[src/rtl/div_check_if.sv]
// Valid/ready handshake bundle for div_check_sequencer.
// Word side:   in_valid, in_ready, in_data (WIDTH bits).
// Result side: out_valid, out_ready, out_residue (RES_W bits), out_divisible.
// The master modport is the producer/consumer side. The slave modport is the sequencer.
interface div_check_if #(
   parameter int unsigned WIDTH   = 8,
   parameter int unsigned DIVISOR = 5
);
   localparam int unsigned RES_W = $clog2(DIVISOR);

   logic             in_valid;
   logic             in_ready;
   logic [WIDTH-1:0] in_data;
   logic             out_valid;
   logic             out_ready;
   logic [RES_W-1:0] out_residue;
   logic             out_divisible;

   modport master (
      output in_valid, in_data, out_ready,
      input  in_ready, out_valid, out_residue, out_divisible
   );

   modport slave (
      input  in_valid, in_data, out_ready,
      output in_ready, out_valid, out_residue, out_divisible
   );
endinterface

[src/rtl/div_check_sequencer.sv]
// Bit-serial mod-DIVISOR residue sequencer.
// Takes a WIDTH-bit word over valid/ready and walks it MSB-first through the
// residue recurrence. It returns the residue and a divisible flag over
// valid/ready, and keeps a saturating count of divisible words it has delivered.
// Ports: clk, rst_n (async, active-low), flush (sync abort),
//        bus (div_check_if.slave: word in / result out), busy, div_count.
module div_check_sequencer #(
   parameter int unsigned WIDTH   = 8,
   parameter int unsigned DIVISOR = 5,
   parameter int unsigned CNT_W   = 16
) (
   input  logic             clk,
   input  logic             rst_n,
   input  logic             flush,
   div_check_if.slave       bus,
   output logic             busy,
   output logic [CNT_W-1:0] div_count
);
   localparam int unsigned RES_W  = $clog2(DIVISOR);
   localparam int unsigned BCNT_W = $clog2(WIDTH + 1);

   typedef enum logic [1:0] {IDLE, SHIFT, DONE} state_t;

   state_t            state;
   logic [WIDTH-1:0]  shreg;
   logic [BCNT_W-1:0] bit_cnt;
   logic [RES_W-1:0]  residue;

   logic [RES_W:0]    t_c;
   logic [RES_W-1:0]  res_nxt_c;

   // One step of the recurrence: append the next MSB, then reduce once.
   // The residue stays below DIVISOR, so a single conditional subtract is enough.
   always_comb begin
      t_c       = {residue, shreg[WIDTH-1]};
      res_nxt_c = t_c[RES_W-1:0];
      if (t_c >= (RES_W+1)'(DIVISOR)) begin
         res_nxt_c = RES_W'(t_c - (RES_W+1)'(DIVISOR));
      end
   end

   // Sequencer FSM. All outputs are registered.
   always_ff @(posedge clk or negedge rst_n) begin
      if (!rst_n) begin
         state             <= IDLE;
         shreg             <= '0;
         bit_cnt           <= '0;
         residue           <= '0;
         bus.in_ready      <= 1'b1;
         bus.out_valid     <= 1'b0;
         bus.out_residue   <= '0;
         bus.out_divisible <= 1'b0;
         busy              <= 1'b0;
         div_count         <= '0;
      end else if (flush) begin
         // Abort. Any pending result is dropped and the count is left alone.
         state         <= IDLE;
         residue       <= '0;
         bus.in_ready  <= 1'b1;
         bus.out_valid <= 1'b0;
         busy          <= 1'b0;
      end else begin
         case (state)
            IDLE: begin
               if (bus.in_valid) begin
                  shreg        <= bus.in_data;
                  residue      <= '0;
                  bit_cnt      <= BCNT_W'(WIDTH);
                  state        <= SHIFT;
                  bus.in_ready <= 1'b0;
                  busy         <= 1'b1;
               end
            end
            SHIFT: begin
               residue <= res_nxt_c;
               shreg   <= shreg << 1;
               bit_cnt <= bit_cnt - BCNT_W'(1);
               if (bit_cnt == BCNT_W'(1)) begin
                  state             <= DONE;
                  bus.out_valid     <= 1'b1;
                  bus.out_residue   <= res_nxt_c;
                  bus.out_divisible <= (res_nxt_c == '0);
               end
            end
            DONE: begin
               if (bus.out_ready) begin
                  state         <= IDLE;
                  bus.out_valid <= 1'b0;
                  bus.in_ready  <= 1'b1;
                  busy          <= 1'b0;
                  if (bus.out_divisible && (div_count != {CNT_W{1'b1}})) begin
                     div_count <= div_count + CNT_W'(1);
                  end
               end
            end
            default: begin
               state         <= IDLE;
               bus.out_valid <= 1'b0;
               bus.in_ready  <= 1'b1;
               busy          <= 1'b0;
            end
         endcase
      end
   end
endmodule

[src/flat_wrapper.sv]
// flat-port wrapper written by rule: the top's interface ports become plain ports
module div_check_sequencer_flat 
#(
   parameter int unsigned WIDTH   = 8,
   parameter int unsigned DIVISOR = 5,
   parameter int unsigned CNT_W   = 16
)
  (clk, rst_n, flush, busy, div_count, bus_in_valid, bus_in_data, bus_out_ready, bus_in_ready, bus_out_valid, bus_out_residue, bus_out_divisible);
  div_check_if #(.WIDTH(WIDTH), .DIVISOR(DIVISOR)) bus_i ();
  input  logic clk;
  input  logic rst_n;
  input  logic flush;
  output logic busy;
  output logic [CNT_W-1:0] div_count;
  input wire logic [$bits(bus_i.in_valid)-1:0] bus_in_valid;
  input wire logic [$bits(bus_i.in_data)-1:0] bus_in_data;
  input wire logic [$bits(bus_i.out_ready)-1:0] bus_out_ready;
  output wire logic [$bits(bus_i.in_ready)-1:0] bus_in_ready;
  output wire logic [$bits(bus_i.out_valid)-1:0] bus_out_valid;
  output wire logic [$bits(bus_i.out_residue)-1:0] bus_out_residue;
  output wire logic [$bits(bus_i.out_divisible)-1:0] bus_out_divisible;
  assign bus_i.in_valid = bus_in_valid;
  assign bus_i.in_data = bus_in_data;
  assign bus_i.out_ready = bus_out_ready;
  assign bus_in_ready = bus_i.in_ready;
  assign bus_out_valid = bus_i.out_valid;
  assign bus_out_residue = bus_i.out_residue;
  assign bus_out_divisible = bus_i.out_divisible;
  div_check_sequencer #(.WIDTH(WIDTH), .DIVISOR(DIVISOR), .CNT_W(CNT_W)) u_core (.clk(clk), .rst_n(rst_n), .flush(flush), .bus(bus_i), .busy(busy), .div_count(div_count));
endmodule
[config.mk]
export PLATFORM = sky130hd
export DESIGN_NAME = div_check_sequencer_flat
export DESIGN_NICKNAME = d
export VERILOG_FILES = /design/src/rtl/div_check_if.sv /design/src/rtl/div_check_sequencer.sv /design/src/flat_wrapper.sv
export SDC_FILE = /design/constraint.sdc
export NUM_CORES = 1
export LEC_CHECK = 0
export BUFFER_PORTS_ARGS = -buffer_cell sky130_fd_sc_hd__buf_4
export CAP_MARGIN = 30
export CORE_ASPECT_RATIO = 2
export CORE_MARGIN = 1
export CORE_UTILIZATION = 54
export DETAILED_ROUTE_END_ITERATION = 16
export GPL_TIMING_DRIVEN = 0
export HOLD_SLACK_MARGIN = 0.08
export PLACE_DENSITY = 0.78
export SKIP_CTS_REPAIR_TIMING = 1
export SYNTH_ARGS = -nofsm -noshare
export SYNTH_HDL_FRONTEND = slang
export SYNTH_SLANG_ARGS = --single-unit
export TNS_END_PERCENT = 30
[constraint.sdc]
create_clock -name clk -period 2.6 [get_ports clk]
set_input_delay 0.13 -clock clk [delete_from_list [all_inputs] [get_ports clk]]
set_output_delay 0.13 -clock clk [all_outputs]
set_load 0.05 [all_outputs]
==> metrics, run 1 <==
YS warnings 0; crit-path cells inv_2 -> or4_4 -> nor3_1 -> nand4_1 -> mux2_2; Area growth syn-to-layout 22.7%; Worst R2R Setup Slack roughly 0.32 ns; Mapped Area 1940 sq um; Top Ports 36; average vias per placed instance ~5.5; Synth area leader dfrtp_1; max frequency between 400 and 500 MHz; Pre-antenna DRT Iters 4; vias in the first global route around 1600; Crit-path slowest cell or4_4; design area between 2000 and 2500 sq um; initial antenna violation count 0; most common cell after layout, fill and taps aside dfrtp_1; met2 wire len between 2000 and 2500 microns; row cnt 30; Clk Latency, worst-skew pair ~0.29 ns; Post-Syn Instances ~190; Hold WS around 0.13 ns; Root Buffer clkbuf_8; DRC errors left 0; Crit. End Element flip-flop; Core ar. approximately 3400 sq um; critical path fanouts, max 7; initial core utilization a little under three fifths; Hold Violations, Final 0; Worst EP arrival approximately 2.5 ns; Setup violations, final 0; RSZ-0062 raised after global routing no; largest net degree at the start of global routing between 40 and 50; WL per Instance ~14 microns; max_slew headroom between 50% and 60%; most frequent cells in the layout dfrtp_1, buf_4, nand2_1, o21ai_0; fin. max-slew vios 0; Distinct cells, synth 40; DP Area approximately 2300 sq um; Final Skew roughly 0.0075 ns; CTS clk-pin slew, worst paths about 0.08 ns; met3 wire len just over 80 microns; ratio of cells with drive above 1 in the final layout 22.9%; Seq cells post-synth 40; CTS tree built; die width 44.4 microns; Setup CP Type reg2reg; cell count along the critical path 5; asr flop ratio synth 100%; die area 3850 sq um; worst slew pin tran about 0.63 ns; reg-to-reg critical path startpoint u_core.state[1]$_DFFE_PN0P_; Inserted Diodes 0; CP delay by family, top simple AND/OR/NAND/NOR gates; Finished Layout Cells roughly 280; status finished, final reports clean; Critical Path RT ~2.8 ns; crit path time final 2.28 ns; top cell type's share of synthesized area 50.3%; Max VDD drop 536 uV; DR top layer met4; Routed Antenna Nets 0; Synth Flop Type dfrtp_1; Min-Delay Path Depth 3; sum of negative setup slack 0 ns; Max Cap Viol 0; DR iter-0 viols 50; H-tree depth 2; Final GP Congestion approximately 0.77; worst hold path endpoint u_core.shreg[2]$_DFFE_PN0P_; worst reg2reg endpoint u_core.div_count[10]$_DFFE_PN0P_; Slowest Stage Delay on Critical Path around 0.56 ns; final WL approximately 4000 microns; final worst-path cycle share approximately 88%; metal1 wirelength about 1600 microns; Seq/Total Area, Yosys approximately half; GR Overflow Total 0; Hold Path Class in2reg; Port Buffers 35; Worst Min Path Start bus_in_data[2]; Buf/Inv on CP 1; Register-to-Register Path Depth 5; dominant cells by area after synthesis dfrtp_1, nand2_1, mux2i_1, o21ai_0, xnor2_1; # clock sinks 40; leak pwr between 1 and 1.5 nW; die span in y around 87 microns; Max Root-Sink Buffers 2; placed insts ~280; detailed placement HPWL about 2800 microns; first-pass GRT wire length around 6700 microns; Syn Area/Cell 10.1 sq um; gr usage total between 20% and 30%; DR vias approximately 1600; Final #Nets between 200 and 300; Num CTS Buffers 5; Worst setup SP type flip-flop; Power Density ~670 nW/um^2; number of synthesized flops with an enable pin 0; syn_nets 210
-- state kept, by name (all words and copies together), names as in the netlist --
signal	cells
u_core.bus.out_divisible	1
u_core.bus.in_ready	1
u_core.shreg	8
u_core.div_count	16
u_core.busy	1
u_core.bit_cnt	4
u_core.state	2
u_core.bus.out_valid	1
u_core.residue	3
u_core.bus.out_residue	3
-- worst register-to-register path, cell delays in order, from the launching register on --
cell	delay [ns]
dfrtp_1	0.48
inv_2	0.10
or4_4	0.56
nor3_1	0.56
nand4_1	0.18
mux2_2	0.29
-- cells by family after synthesis --
| family | Yosys count | synth area share, % |
|---|---|---|
| adder cells (fa/ha/maj) | 5 | 3.22 |
| AND/OR/NAND/NOR | 76 | 20.6 |
| XOR/XNOR | 13 | 5.86 |
| AO/OA/AOI/OAI | 35 | 10.2 |
| flip-flops | 40 | 51.6 |
| multiplexers | 11 | 5.86 |
| buffers and inverters | 12 | 2.71 |
-- power breakdown --
part,switching [mW],leakage (nW),internal [mW]
combinational,0.212,0.555,0.131
clock,0.212,0.0552,0.285
sequential,0.0634,0.526,0.698
-- cell type report --
cell class,count,area [sq um]
fill,283,1030
sequential,40,1000
multi-input combinational,140,887
timing repair buffer,36,273
clock buffer,6,72.6
tap,48,60.1
clock inverter,2,35.0
buffer,5,26.3
inverter,7,26.3
-- metal layers --
layer | vias up | track usage (%)
met2 | 33 | 41.8
met1 | 774 | 24.6
met4 | 0 | 10.7
met5 | - | 0
li1 | 754 | -
met3 | 9 | 4.79
-- synth_stat cells (2+ instances only) --
cell,number
nand2b_1,4
o21a_1,2
nor2b_1,3
mux2_2,3
nand3_1,4
inv_1,6
dfrtp_1,39
nor3b_1,3
nor2_1,11
nor2_2,3
xor2_1,5
o21ai_0,14
a21oi_1,11
mux2i_1,8
a22oi_1,2
nor3_1,5
ha_1,5
nand4_1,8
nand2_1,24
xnor2_1,8
clkbuf_1,4
or3_1,2
-- stage by stage --
stage	setup WS [ns]	total power [mW]	utilization, %
floorplan	0.463	0.996	-
global placement	0.389	1.10	66.3
detailed placement	0.361	1.12	66.3
CTS	0.343	1.61	69.5
global route	0.171	1.68	69.7
finish	0.319	1.60	69.7
-- how the worst max path moves through the flow --
stage                                               startpoint                                to
after detailed placement           u_core.state[1]$_DFFE_PN0P_  u_core.div_count[10]$_DFFE_PN0P_
after CTS                          u_core.state[1]$_DFFE_PN0P_  u_core.div_count[10]$_DFFE_PN0P_
after global routing               u_core.state[1]$_DFFE_PN0P_  u_core.div_count[10]$_DFFE_PN0P_
final                              u_core.state[1]$_DFFE_PN0P_  u_core.div_count[10]$_DFFE_PN0P_
after global placement             u_core.state[1]$_DFFE_PN0P_  u_core.div_count[10]$_DFFE_PN0P_
after floorplan           u_core.bus.out_divisible$_DFFE_PN0P_  u_core.div_count[13]$_DFFE_PN0P_
Power figures use the tool's default switching activity.
==> run 2: changes to the inputs <==
--- a/config.mk
+++ b/config.mk
@@ -9,11 +9,11 @@
 export CAP_MARGIN = 30
 export CORE_ASPECT_RATIO = 2
 export CORE_MARGIN = 1
-export CORE_UTILIZATION = 54
+export CORE_UTILIZATION = 52
 export DETAILED_ROUTE_END_ITERATION = 16
 export GPL_TIMING_DRIVEN = 0
 export HOLD_SLACK_MARGIN = 0.08
-export PLACE_DENSITY = 0.78
+export PLACE_DENSITY = 0.75
 export SKIP_CTS_REPAIR_TIMING = 1
 export SYNTH_ARGS = -nofsm -noshare
 export SYNTH_HDL_FRONTEND = slang
==> run 2 against run 1 <==
Global-route usage shrank 1.3 points. Utilization down 4.4 points. First-iteration DRC count is 66% lower. Sequential power down 0.5%. Via count down 2.8%. Clock skew about the same. Final cell count is 0.35% higher. Critical path depth did not move. Combinational power is essentially flat. Die area is 3.7% higher. Sequential share of layout area grew 0.45 points. Wire length fell by 1.3%. Largest power group unchanged.
==> metrics, run 2 (same netlist as run 1, synthesis figures left out) <==
vias in the first global route between 1000 and 1500; crit path time final approximately 2.2 ns; final WL around 3900 microns; Setup violations, final 0; worst slew pin tran 0.626 ns; crit-path cells inv_2 -> or4_4 -> nor3_1 -> nand4_1 -> mux2_2; die span in y a little under 90 microns; most frequent cells in the layout dfrtp_1, buf_4, nand2_1, o21ai_0; die width between 40 and 50 microns; Max VDD drop 475 uV; DR vias roughly 1500; Largest Register u_core.div_count; setup ws final around 0.37 ns; Core ar. 3610 sq um; Clk Latency, worst-skew pair roughly 0.29 ns; fin. max-slew vios 0; Max Root-Sink Buffers 2; # clock sinks 40; CTS tree built; Hold Violations, Final 0; Crit. End Element flip-flop; max reg flops 16; final worst-path cycle share between 80% and 90%; Pre-antenna DRT Iters 4; Root Buffer clkbuf_8; die area approximately 4000 sq um; Area growth syn-to-layout 21.4%; Power Density roughly 630 nW/um^2; Final GP Congestion between 0.7 and 0.8; Slowest Stage Delay on Critical Path 0.55 ns; initial core utilization between 50% and 60%; max frequency between 400 and 500 MHz; Inserted Diodes 0; most common cell after layout, fill and taps aside dfrtp_1; ratio of cells with drive above 1 in the final layout between 20 and 25%; Port Buffers 35; leak pwr about 1.1 nW; RSZ-0062 raised after global routing no; CP delay by family, top simple AND/OR/NAND/NOR gates; detailed placement HPWL a little under 3000 microns; max_slew headroom 58.0%; footprint of the multi-input gates roughly 890 sq um; H-tree depth 2; biggest regs u_core.div_count (16), u_core.shreg (8), u_core.bit_cnt (4); Register Area 1000 sq um; Final #Nets 253; DRC errors left 0; GR Overflow Total 0; Hold Path Class in2reg; Critical Path RT 2.78 ns; row cnt 31; critical path fanouts, max 7; Num CTS Buffers 5; Top Ports 36; CTS clk-pin slew, worst paths 0.08 ns; gr usage total between 20% and 30%; dpl ws between 0.3 and 0.4 ns; Crit-path slowest cell or4_4; Final Skew around 0.0073 ns; largest net degree at the start of global routing between 40 and 50; average vias per placed instance 5.35; Filler cells between 300 and 400; DR iter-0 viols 17; Worst EP arrival between 2 and 2.5 ns; first-pass GRT wire length about 6400 microns; Max Cap Viol 0; Setup CP Type reg2reg; WL per Instance around 14 microns; Routed Antenna Nets 0; initial antenna violation count 0; sum of negative setup slack 0 ns; Buf/Inv on CP 1; status finished, final reports clean; Worst setup SP type flip-flop
[run 2: cell count changes in the layout (fill, tap and decap cells not counted), sizes merged]
cell / before / now
clkbuf: 10 / 11
bufinv: 1 / 0
[run 2: per-stage QoR]
step           utilization, %  hold WS, ns  power (mW)  std cells  instance area, sq um
4_1_cts                  65.1       -0.180        1.51        284                  2350
6_report                 65.3        0.121        1.49        285                  2360
3_3_place_gp             62.8        0.138        1.11        276                  2270
3_5_place_dp             62.8        0.133        1.12        276                  2270
2_1_floorplan               -       -0.166       0.996        192                  1940
5_1_grt                  65.3        0.139        1.57        285                  2360
[run 2: power breakdown]
group	switching [mW]	internal (mW)
clock	0.205	0.188
sequential	0.0588	0.698
combinational	0.211	0.131
total	0.475	1.02
[run 2: worst register-to-register path, stage by stage, from the launching register on]
cell	delay [ns]
dfrtp_1	0.48
inv_2	0.09
or4_4	0.55
nor3_1	0.54
nand4_1	0.17
mux2_2	0.29
[run 2: layer usage]
| metal | up-vias | wire length, microns | global-route usage [%] |
|---|---|---|---|
| met2 | 35 | 2140 | 39.3 |
| met3 | 5 | 111 | 4.29 |
| met1 | 733 | 1560 | 24.3 |
| met5 | - | 0 | 0 |
| li1 | 753 | - | - |
| met4 | 0 | 68 | 9.09 |
[run 2: final timing paths]
check	startpoint	to	slack (ns)	cells past startpoint
setup / recovery	u_core.state[1]$_DFFE_PN0P_	u_core.div_count[10]$_DFFE_PN0P_	0.37	5
max in group asynchronous	rst_n	u_core.bus.in_ready$_DFFE_PN1P_	1.89	2
min in group asynchronous	rst_n	u_core.div_count[6]$_DFFE_PN0P_	0.34	2
setup reg to reg	u_core.state[1]$_DFFE_PN0P_	u_core.div_count[10]$_DFFE_PN0P_	0.37	5
hold / removal	bus_in_data[2]	u_core.shreg[2]$_DFFE_PN0P_	0.12	3
hold reg to reg	u_core.shreg[2]$_DFFE_PN0P_	u_core.shreg[2]$_DFFE_PN0P_	0.48	2
[run 2: cell type report]
cell class	instances	share of cell area (%)
buffer	5	1.11
tap	49	2.60
timing repair buffer	36	11.6
clock inverter	1	0.212
inverter	7	1.11
sequential	40	42.5
clock buffer	7	3.24
multi-input combinational	140	37.6
==> run 3: changes to the inputs <==
--- a/config.mk
+++ b/config.mk
@@ -7,7 +7,7 @@
 export LEC_CHECK = 0
 export BUFFER_PORTS_ARGS = -buffer_cell sky130_fd_sc_hd__buf_4
 export CAP_MARGIN = 30
-export CORE_ASPECT_RATIO = 2
+export CORE_ASPECT_RATIO = 0.7
 export CORE_MARGIN = 1
 export CORE_UTILIZATION = 52
 export DETAILED_ROUTE_END_ITERATION = 16
==> run 3 against run 2 <==
Final cell count increased by 0.35%. Register-to-register slack got worse by 0.04 ns. Clock power increased by 6.9%. Critical path depth unchanged. Worst setup slack got worse by 0.042 ns. Sequential share of layout area decreased by 0.18 points. Total power increased by 2.2%. Worst hold slack improved by 0.0041 ns. Flip-flop and latch count unchanged. Count of clock-buffer cells in the layout increased by 1. Critical path type unchanged.
==> metrics, run 3 (same netlist as run 1, synthesis figures left out) <==
final core utilization 66.9%; GR Overflow Total 0; largest net degree at the start of global routing between 40 and 50; die span in y about 53 microns; Largest Register u_core.div_count; Worst EP arrival 2.45 ns; Setup CP Type reg2reg; Min-Delay Path Depth 3; Max VDD drop between 400 and 500 uV; Max Root-Sink Buffers 2; Inserted Diodes 0; footprint of the multi-input gates 887 sq um; max reg flops 16; first-pass GRT wire length between 6000 and 7000 microns; initial core utilization a little over half; final worst-path cycle share 87.3%; met2 wire len around 1900 microns; Routed Antenna Nets 0; DR iter-0 viols 170; H-tree depth 2; Root Buffer clkbuf_8; ratio of cells with drive above 1 in the final layout between 20% and 30%; Final GP Congestion 0.765; gr usage total between 20% and 30%; Core ar. roughly 3500 sq um; Setup violations, final 0; design area approximately 2400 sq um; Hold Path Class in2reg; dpl ws between 0.4 and 0.5 ns; most common cell after layout, fill and taps aside dfrtp_1; WL per Instance around 14 microns; switching power between 0.4 and 0.5 mW; DR top layer met4; status finished, final reports clean; Filler cells between 200 and 300; Int Pwr about 1.0 mW; # clock sinks 40; DRC errors left 0; Max Cap Viol 0; worst slew pin tran 0.643 ns; DR vias 1600; Pre-antenna DRT Iters 4; reg-to-reg critical path startpoint u_core.state[1]$_DFFE_PN0P_; sequential share of power 49.9%; Final #Nets around 250; CTS clk-pin slew, worst paths 0.07 ns; max frequency 441 MHz; biggest regs u_core.div_count (16), u_core.shreg (8), u_core.bit_cnt (4); Power Density about 640 nW/um^2; critical path fanouts, max 7; metal1 wirelength 1790 microns; vias in the first global route between 1500 and 2000; sum of negative setup slack 0 ns; leak pwr 1.13 nW; Port Buffers 35; Worst setup SP type flip-flop; initial antenna violation count 0; worst hold path endpoint u_core.shreg[6]$_DFFE_PN0P_; combinational share of power around 23%; Net Sw Frac between 30% and 40%; die width between 70 and 80 microns; Num CTS Buffers 5; final WL between 4000 and 5000 microns; Hold Violations, Final 0; Register-to-Register Path Depth 5; fin. max-slew vios 0; DP Area between 2000 and 2500 sq um; Top Ports 36; crit path time final around 2.3 ns; max_slew headroom ~57%; die area 3990 sq um; row cnt 18; Register Area around 1000 sq um; Crit. End Element flip-flop; Worst R2R Setup Slack between 0.3 and 0.4 ns; worst reg2reg endpoint u_core.div_count[10]$_DFFE_PN0P_; met3 wire len ~280 microns; Clk pwr share 27.5%; setup ws final 0.330 ns; detailed placement HPWL roughly 2900 microns; most frequent cells in the layout dfrtp_1, buf_4, nand2_1, o21ai_0; RSZ-0062 raised after global routing no; Worst Min Path Start bus_in_data[6]; average vias per placed instance around 5.6; Area growth syn-to-layout 21.9%; Final Skew around 0.0068 ns; CTS tree built; Final Total Pwr roughly 1.5 mW; Critical Path RT approximately 2.8 ns; Clk Latency, worst-skew pair 0.29 ns
-- run 3: changes by cell type in the layout (fill, tap and decap cells not counted), sizes merged --
| cell | before | now |
|---|---|---|
| clkbuf | 11 | 12 |
| clkinv | 1 | 0 |
-- run 3: worst max path at each step --
stage | start | endpoint | cells after the start
global placement | u_core.state[1]$_DFFE_PN0P_ | u_core.div_count[10]$_DFFE_PN0P_ | 5
global route | u_core.state[1]$_DFFE_PN0P_ | u_core.div_count[10]$_DFFE_PN0P_ | 5
floorplan | u_core.bus.out_divisible$_DFFE_PN0P_ | u_core.div_count[13]$_DFFE_PN0P_ | 6
detailed placement | u_core.state[1]$_DFFE_PN0P_ | u_core.div_count[10]$_DFFE_PN0P_ | 5
CTS | u_core.state[1]$_DFFE_PN0P_ | u_core.div_count[10]$_DFFE_PN0P_ | 5
finish | u_core.state[1]$_DFFE_PN0P_ | u_core.div_count[10]$_DFFE_PN0P_ | 5
-- run 3: power by group through the flow --
| stage | Clock [mW] | Sequential, mW | Combinational (mW) |
|---|---|---|---|
| floorplan | 0 | 0.841 | 0.154 |
| global placement | 0 | 0.764 | 0.331 |
| detailed placement | 0 | 0.772 | 0.346 |
| finish | 0.420 | 0.761 | 0.345 |
| CTS | 0.433 | 0.761 | 0.347 |
| global route | 0.458 | 0.772 | 0.388 |
-- run 3: worst max-delay path: stages (launching register included) --
cell	delay, ns
dfrtp_1	0.48
inv_2	0.10
or4_4	0.56
nor3_1	0.55
nand4_1	0.18
mux2_2	0.29
-- run 3: metrics by stage --
step	hold WS [ns]	std cells
after floorplan	-0.166	192
after global placement	0.125	277
after detailed placement	0.137	277
after CTS	-0.178	285
after global routing	0.139	286
final	0.125	286
-- run 3: per-layer routing --
metal,track usage [%],vias to the layer above
li1,-,758
met1,28.5,766
met2,35.3,66
met3,5.71,10
met4,11.0,0
met5,0,-
-- run 3: final cells by class --
cell class	count	share of cell area, %
well taps	50	2.64
flip-flops and latches	40	42.3
repair buffers	36	11.5
multi-input cells	140	37.5
inverters	7	1.11
plain buffers	5	1.11
clock buffers	8	3.81
